$ cat config.mk
export PLATFORM = sky130hd
export DESIGN_NAME = uart_fifo_core
export DESIGN_NICKNAME = d
export VERILOG_FILES = /design/src/rtl/uart_pkg.sv /design/src/rtl/sync_fifo.sv /design/src/rtl/uart_fifo_core.sv
export SDC_FILE = /design/constraint.sdc
export NUM_CORES = 1
export LEC_CHECK = 0
export ABC_AREA = 1
export CAP_MARGIN = 5
export CORE_ASPECT_RATIO = 1.75
export CORE_MARGIN = 2
export CORE_UTILIZATION = 60
export DETAILED_ROUTE_END_ITERATION = 6
export PLACE_DENSITY = 0.91
export SLEW_MARGIN = 5
export SYNTH_ARGS = -nofsm -noshare
export SYNTH_HDL_FRONTEND = slang
export SYNTH_HIERARCHICAL = 1
export SYNTH_SLANG_ARGS = --single-unit
$ cat constraint.sdc
create_clock -name clk -period 6.25 [get_ports clk]
set_input_delay 0.625 -clock clk [delete_from_list [all_inputs] [get_ports clk]]
set_output_delay 0.625 -clock clk [all_outputs]
set_load 0.05 [all_outputs]
$ cat src/rtl/uart_pkg.sv
// Shared encodings and helpers for the UART FIFO core: FSM states and
// data-length arithmetic used by both the transmit and receive paths.
package uart_pkg;

  typedef enum logic [2:0] {
    TX_IDLE,
    TX_START,
    TX_DATA,
    TX_PARITY,
    TX_STOP
  } tx_state_e;

  typedef enum logic [2:0] {
    RX_IDLE,
    RX_START,
    RX_DATA,
    RX_PARITY,
    RX_STOP
  } rx_state_e;

  // data_len encodes (bits - DATA_BITS_BASE), so 0..3 maps to 5..8 data bits
  localparam int unsigned DATA_BITS_BASE = 5;

  function automatic logic [7:0] data_mask(input logic [1:0] len);
    return 8'hFF >> (2'd3 - len);
  endfunction

  function automatic logic [2:0] last_bit_idx(input logic [1:0] len);
    return {1'b0, len} + 3'(DATA_BITS_BASE - 1);
  endfunction

endpackage

$ cat src/rtl/sync_fifo.sv
// Single-clock FIFO with wrap-bit pointers; a write into a full FIFO is
// accepted only when a read frees the head slot in the same cycle.
module sync_fifo #(
  parameter int WIDTH = 8,
  parameter int DEPTH = 4
) (
  input  logic             clk,
  input  logic             rst,
  input  logic             wr_en,
  input  logic [WIDTH-1:0] wr_data,
  input  logic             rd_en,
  output logic [WIDTH-1:0] rd_data,
  output logic             full,
  output logic             empty
);

  localparam int AW = $clog2(DEPTH);

  logic [WIDTH-1:0] mem [DEPTH];
  logic [AW:0]      wr_ptr;
  logic [AW:0]      rd_ptr;
  logic             do_wr;
  logic             do_rd;

  assign empty   = (wr_ptr == rd_ptr);
  assign full    = (wr_ptr[AW] != rd_ptr[AW]) && (wr_ptr[AW-1:0] == rd_ptr[AW-1:0]);
  assign do_rd   = rd_en && !empty;
  assign do_wr   = wr_en && (!full || do_rd);
  assign rd_data = mem[rd_ptr[AW-1:0]];

  // NOTE: sequential state uses non-blocking assignments so every register
  // samples pre-edge values, independent of process evaluation order.
  always_ff @(posedge clk or posedge rst) begin
    if (rst) begin
      wr_ptr <= '0;
      rd_ptr <= '0;
    end else begin
      if (do_wr) wr_ptr <= wr_ptr + 1'b1;
      if (do_rd) rd_ptr <= rd_ptr + 1'b1;
    end
  end

  // NOTE: the storage array has no reset; empty pointers make its contents
  // unobservable, and leaving it unreset keeps it mappable to plain RAM.
  always_ff @(posedge clk) begin
    if (do_wr) mem[wr_ptr[AW-1:0]] <= wr_data;
  end

endmodule

$ cat src/rtl/uart_fifo_core.sv
// UART transmitter and receiver with per-direction baud tick generators,
// runtime frame format, and FIFO buffering on both sides.
module uart_fifo_core
  import uart_pkg::*;
#(
  parameter int OVERSAMPLE = 16,
  parameter int FIFO_DEPTH = 4,
  parameter int DIV_W      = 16
) (
  input  logic             clk,
  input  logic             rst,
  input  logic [DIV_W-1:0] baud_div,
  input  logic [1:0]       data_len,
  input  logic             parity_en,
  input  logic             parity_odd,
  input  logic             stop2,
  input  logic [7:0]       tx_data,
  input  logic             tx_valid,
  output logic             tx_ready,
  output logic             tx_sn,
  output logic             tx_busy,
  input  logic             rx_sn,
  output logic [7:0]       rx_data,
  output logic             rx_valid,
  input  logic             rx_ready,
  output logic             rx_frame_err,
  output logic             rx_parity_err,
  output logic             rx_overrun,
  input  logic             err_clr
);

  localparam int OS_W = $clog2(OVERSAMPLE);
  localparam logic [OS_W-1:0] OS_LAST = OS_W'(OVERSAMPLE - 1);
  localparam logic [OS_W-1:0] OS_HALF = OS_W'(OVERSAMPLE / 2 - 1);

  // ---------------- transmit path ----------------
  logic             tx_fifo_full;
  logic             tx_fifo_empty;
  logic [7:0]       tx_fifo_data;
  logic             tx_pop;
  tx_state_e        tx_state;
  tx_state_e        tx_state_n;
  logic [DIV_W-1:0] tx_div_cnt;
  logic [OS_W-1:0]  tx_os_cnt;
  logic [2:0]       tx_bit_cnt;
  logic             tx_stop_cnt;
  logic [7:0]       tx_shift;
  logic             tx_par;
  logic [1:0]       tx_cfg_len;
  logic             tx_cfg_par_en;
  logic             tx_cfg_stop2;
  logic             tx_tick;
  logic             tx_bit_end;

  sync_fifo #(.WIDTH(8), .DEPTH(FIFO_DEPTH)) u_tx_fifo (
    .clk     (clk),
    .rst     (rst),
    .wr_en   (tx_valid && tx_ready),
    .wr_data (tx_data),
    .rd_en   (tx_pop),
    .rd_data (tx_fifo_data),
    .full    (tx_fifo_full),
    .empty   (tx_fifo_empty)
  );

  assign tx_ready   = !tx_fifo_full;
  assign tx_busy    = (tx_state != TX_IDLE) || !tx_fifo_empty;
  assign tx_tick    = (tx_div_cnt == baud_div);
  assign tx_bit_end = tx_tick && (tx_os_cnt == OS_LAST);

  // NOTE: every output of this block gets a default before the case, so no
  // path leaves a signal unassigned and no latch is inferred.
  always_comb begin
    tx_state_n = tx_state;
    tx_pop     = 1'b0;
    tx_sn      = 1'b1;
    case (tx_state)
      TX_IDLE: begin
        if (!tx_fifo_empty) begin
          tx_pop     = 1'b1;
          tx_state_n = TX_START;
        end
      end
      TX_START: begin
        tx_sn = 1'b0;
        if (tx_bit_end) tx_state_n = TX_DATA;
      end
      TX_DATA: begin
        tx_sn = tx_shift[0];
        if (tx_bit_end && (tx_bit_cnt == last_bit_idx(tx_cfg_len)))
          tx_state_n = tx_cfg_par_en ? TX_PARITY : TX_STOP;
      end
      TX_PARITY: begin
        tx_sn = tx_par;
        if (tx_bit_end) tx_state_n = TX_STOP;
      end
      TX_STOP: begin
        if (tx_bit_end && (tx_stop_cnt || !tx_cfg_stop2)) tx_state_n = TX_IDLE;
      end
      default: tx_state_n = TX_IDLE;
    endcase
  end

  always_ff @(posedge clk or posedge rst) begin
    if (rst) begin
      tx_state      <= TX_IDLE;
      tx_div_cnt    <= '0;
      tx_os_cnt     <= '0;
      tx_bit_cnt    <= '0;
      tx_stop_cnt   <= 1'b0;
      tx_shift      <= '0;
      tx_par        <= 1'b0;
      tx_cfg_len    <= '0;
      tx_cfg_par_en <= 1'b0;
      tx_cfg_stop2  <= 1'b0;
    end else begin
      tx_state <= tx_state_n;
      if (tx_state == TX_IDLE) begin
        // Counters sit at zero so the first bit of a frame is a full bit time
        tx_div_cnt  <= '0;
        tx_os_cnt   <= '0;
        tx_bit_cnt  <= '0;
        tx_stop_cnt <= 1'b0;
        if (tx_pop) begin
          tx_shift      <= tx_fifo_data & data_mask(data_len);
          tx_par        <= ^(tx_fifo_data & data_mask(data_len)) ^ parity_odd;
          tx_cfg_len    <= data_len;
          tx_cfg_par_en <= parity_en;
          tx_cfg_stop2  <= stop2;
        end
      end else begin
        tx_div_cnt <= tx_tick ? '0 : tx_div_cnt + 1'b1;
        if (tx_tick) tx_os_cnt <= (tx_os_cnt == OS_LAST) ? '0 : tx_os_cnt + 1'b1;
        if (tx_bit_end && (tx_state == TX_DATA)) begin
          tx_shift   <= tx_shift >> 1;
          tx_bit_cnt <= tx_bit_cnt + 1'b1;
        end
        if (tx_bit_end && (tx_state == TX_STOP)) tx_stop_cnt <= 1'b1;
      end
    end
  end

  // ---------------- receive path ----------------
  logic             rx_meta;
  logic             rx_s;
  rx_state_e        rx_state;
  rx_state_e        rx_state_n;
  logic [DIV_W-1:0] rx_div_cnt;
  logic [OS_W-1:0]  rx_os_cnt;
  logic [2:0]       rx_bit_cnt;
  logic [7:0]       rx_shift;
  logic             rx_pbit;
  logic [1:0]       rx_cfg_len;
  logic             rx_cfg_par_en;
  logic             rx_cfg_odd;
  logic             rx_tick;
  logic             rx_half;
  logic             rx_centre;
  logic             rx_push;
  logic             rx_pop;
  logic [9:0]       rx_word;
  logic [9:0]       rx_head;
  logic             rx_fifo_full;
  logic             rx_fifo_empty;

  assign rx_tick   = (rx_div_cnt == baud_div);
  assign rx_half   = rx_tick && (rx_os_cnt == OS_HALF);
  assign rx_centre = rx_tick && (rx_os_cnt == OS_LAST);

  // Word layout in the FIFO: {parity_err, frame_err, data}
  assign rx_word = {rx_cfg_par_en && ((^rx_shift ^ rx_pbit) != rx_cfg_odd), !rx_s, rx_shift};

  always_comb begin
    rx_state_n = rx_state;
    rx_push    = 1'b0;
    case (rx_state)
      RX_IDLE:   if (!rx_s) rx_state_n = RX_START;
      RX_START:  if (rx_half) rx_state_n = rx_s ? RX_IDLE : RX_DATA;
      RX_DATA: begin
        if (rx_centre && (rx_bit_cnt == last_bit_idx(rx_cfg_len)))
          rx_state_n = rx_cfg_par_en ? RX_PARITY : RX_STOP;
      end
      RX_PARITY: if (rx_centre) rx_state_n = RX_STOP;
      RX_STOP: begin
        if (rx_centre) begin
          rx_push    = 1'b1;
          rx_state_n = RX_IDLE;
        end
      end
      default: rx_state_n = RX_IDLE;
    endcase
  end

  always_ff @(posedge clk or posedge rst) begin
    if (rst) begin
      rx_meta       <= 1'b1;
      rx_s          <= 1'b1;
      rx_state      <= RX_IDLE;
      rx_div_cnt    <= '0;
      rx_os_cnt     <= '0;
      rx_bit_cnt    <= '0;
      rx_shift      <= '0;
      rx_pbit       <= 1'b0;
      rx_cfg_len    <= '0;
      rx_cfg_par_en <= 1'b0;
      rx_cfg_odd    <= 1'b0;
    end else begin
      rx_meta  <= rx_sn;
      rx_s     <= rx_meta;
      rx_state <= rx_state_n;
      if (rx_state == RX_IDLE) begin
        rx_div_cnt <= '0;
        rx_os_cnt  <= '0;
        rx_bit_cnt <= '0;
        if (!rx_s) begin
          rx_shift      <= '0;
          rx_cfg_len    <= data_len;
          rx_cfg_par_en <= parity_en;
          rx_cfg_odd    <= parity_odd;
        end
      end else begin
        rx_div_cnt <= rx_tick ? '0 : rx_div_cnt + 1'b1;
        // After the start-bit midpoint the phase restarts so later samples land at bit centres
        if ((rx_state == RX_START) && rx_half)
          rx_os_cnt <= '0;
        else if (rx_tick)
          rx_os_cnt <= (rx_os_cnt == OS_LAST) ? '0 : rx_os_cnt + 1'b1;
        if (rx_centre && (rx_state == RX_DATA)) begin
          rx_shift[rx_bit_cnt] <= rx_s;
          rx_bit_cnt           <= rx_bit_cnt + 1'b1;
        end
        if (rx_centre && (rx_state == RX_PARITY)) rx_pbit <= rx_s;
      end
    end
  end

  assign rx_pop = rx_valid && rx_ready;

  sync_fifo #(.WIDTH(10), .DEPTH(FIFO_DEPTH)) u_rx_fifo (
    .clk     (clk),
    .rst     (rst),
    .wr_en   (rx_push),
    .wr_data (rx_word),
    .rd_en   (rx_pop),
    .rd_data (rx_head),
    .full    (rx_fifo_full),
    .empty   (rx_fifo_empty)
  );

  assign rx_valid      = !rx_fifo_empty;
  assign rx_data       = rx_valid ? rx_head[7:0] : 8'h00;
  assign rx_frame_err  = rx_valid && rx_head[8];
  assign rx_parity_err = rx_valid && rx_head[9];

  always_ff @(posedge clk or posedge rst) begin
    if (rst)
      rx_overrun <= 1'b0;
    else if (rx_push && rx_fifo_full && !rx_pop)
      rx_overrun <= 1'b1;
    else if (err_clr)
      rx_overrun <= 1'b0;
  end

endmodule

==> metrics.txt <==
wirelength, routed=18.16 mm; Die W=94.32 µm; wire per inst=14.91 µm; Startpoint Class=register; Switching Power=0.001448 W; global-route wire length before repair=30.45 mm; Post-Syn Instances=978; GR Layer Usage met2=49.61%; Die H=162.1 µm; CTS tree=built; post-place setup slack=2609 ps; overall routing resource usage=25.32%; Logic pwr share=32.6%; cell area power density=380.6 mW/mm²; clock root cell=clkbuf_16; Layout Nets=1079; clk_skew=12.90 ps; Max-slew headroom=31.01%; hold path start=rx_meta; sw frac=38.93%; gp weighted congestion=0.8703; Worst Path Required=5620 ps; asr flop ratio synth=56.63%; vias in the first global route=6756; Flop pwr share=39.5%; Crit path largest cell delay=800 ps; Row Count=57; largest net degree at the start of global routing=83; DRT Pass-1 Iters=5; Seq/Total Area, Yosys=52.73%; worst-skew pair later-pin latency=430 ps; CP startpoint=u_rx_fifo/rd_ptr[0]; Max-cap violations=0; CTS resizes=0; Synth top area share=26.88%; Netlist cell types=42; Slew @ Worst Pin=1035 ps; setup_tns=0 ps; cell mode on critical path=inv_1; Post-synth EDFFs=72; drt drc=0; final hold violation count=0; DR iter-0 viols=465; Area growth syn-to-layout=14.05%; fin worst setup slack=2703 ps; Starting Density=61.59%; Clk network pwr share=27.9%; Final Setup Violations=0; Worst-path clk slew=70 ps; Max Fclk=0.2819 GHz; slowest stage cell on the critical path=dfrtp_1; Hold WC Path Type=reg2reg; commonest cells in the netlist=216 x nand2_1, 121 x inv_1, 118 x nor2_1; area leader, netlist=dfrtp_1; Syn. warnings=6; CTS Buffer Depth=2; Final period util=56.75%; status=complete, no violations; syn nets=1029; grt met1 use=26.08%; top_reg_cell synth=dfrtp_1; Buf/Inv on CP=3; Internal=0.002270 W; reg2reg start=u_rx_fifo/rd_ptr[1]; layout cells sized above 1=9.222%; largest fanout on the critical path=24; DR vias=6799; worst vdd ir=0.0003198 V; #FFs+latches synth=166; Worst EP arrival=2920 ps; IO buf count=49; CP delay by family, top=buffers and inverters; grt peak-use layer=met2; final slew viol count=0; met3 Usage GRT=4.267%; post-layout min period=3547 ps; n_diodes=0; I/O pins=50; CTS sink cnt=166; H-tree depth=4; DP HPWL=13.10 mm; # hold bufs at CTS=0; P_leak=4.350 nW; Synth area leaders=dfrtp_1 27%, edfxtp_1 25%, nand2_1 9.5%; Mapped Area=0.008566 mm²; Core Box Area=0.01391 mm²; CP Cell Sequence=inv_1, o21ai_0, o22ai_1, inv_1, nor2_1, clkdlybuf4s50_1; Vias/cell=5.582; Die Area=0.01529 mm²; Overflow after GRT=0; TritonCTS buffer count=17; RSZ-0062 raised after global routing=false; Post-Syn Area per Cell=8.758 µm²; Layout fillers=950; postcts setup bufs=0; Final ANT Viol Nets=0; critical path endpoint category=output pin; most frequent cell after synthesis=nand2_1; antenna violations before repair=0; Crit Path Class=reg2out
## power groups by stage
stage               logic (W)  registers [W]  clock network (W)
floorplan            0.000973        0.00142                  0
global placement      0.00111        0.00147                  0
detailed placement    0.00118        0.00148                  0
CTS                   0.00121        0.00146            0.00105
global route          0.00136        0.00148            0.00109
finish                0.00121        0.00147            0.00104
## layout by cell type (no fill, tap or decap), types with 26 or more instances in the layout
| master | n |
|---|---|
| o21ai_0 | 73 |
| a21oi_1 | 30 |
| nand3_1 | 50 |
| xor2_1 | 26 |
| inv_1 | 120 |
| edfxtp_1 | 72 |
| nand2_1 | 216 |
| clkdlybuf4s50_1 | 49 |
| nor2_1 | 118 |
| dfrtp_1 | 92 |
## worst paths after layout
| path | end | slack [ps] | depth (start not counted) |
|---|---|---|---|
| max in group asynchronous | rx_shift[2] | 4550 | 3 |
| min reg2reg | rx_s | 360 | 0 |
| max reg2reg | u_rx_fifo/mem[0][5] | 3080 | 12 |
| max | rx_data[2] | 2700 | 6 |
| min | rx_s | 360 | 0 |
| min in group asynchronous | u_rx_fifo/wr_ptr[0] | 650 | 2 |
## logic make-up after synthesis
family	synth area share (%)
AND/OR/NAND/NOR	23.75
buffers and inverters	7.216
XOR/XNOR	4.908
multiplexers	0.2629
adder cells (fa/ha/maj)	2.337
flip-flops	52.73
AO/OA/AOI/OAI	8.793
## stage by stage
| stage | hold slack [ps] | util, % | cell area, µm² | total power [W] | std cells |
|---|---|---|---|---|---|
| after floorplan | 345.2 | - | 8566 | 0.002392 | 978 |
| after global routing | 352.8 | 70.25 | 9769 | 0.003936 | 1218 |
| after detailed placement | 350.7 | 65.98 | 9176 | 0.002659 | 1186 |
| after CTS | 356.3 | 70.25 | 9769 | 0.003717 | 1218 |
| final | 355.6 | 70.25 | 9769 | 0.003718 | 1218 |
| after global placement | 347.9 | 65.98 | 9176 | 0.002576 | 1186 |
## cell type report
class,instances,area (µm²),area share (%)
sequential,166,4517,46.23
multi-input combinational,659,3431,35.12
timing repair buffer,51,505.5,5.174
inverter,133,501.7,5.136
clock buffer,18,450.4,4.611
tap,177,221.5,2.267
clock inverter,14,142.6,1.460
## sequential cells by signal, indices dropped and copies added, names as in the netlist, 4 cells and up
register       count
rx_os_cnt          4
rx_shift           8
tx_div_cnt        16
tx_shift           8
u_tx_fifo/mem     32
rx_div_cnt        16
u_rx_fifo/mem     40
tx_os_cnt          4
## per-layer routing
| layer | part of all wire, % | routed length, µm |
|---|---|---|
| met5 | 0 | 0 |
| met4 | 2.7 | 486 |
| met3 | 3.3 | 606 |
| met2 | 58 | 10600 |
| met1 | 36 | 6466 |
## worst reg2reg max path, delay by kind of cell, from the launching register on
kind | cells | cell delay [ps]
buffers and inverters | 5 | 770
flip-flops | 1 | 600
AND/OR/NAND/NOR | 7 | 1430
Power figures use the tool's default switching activity.
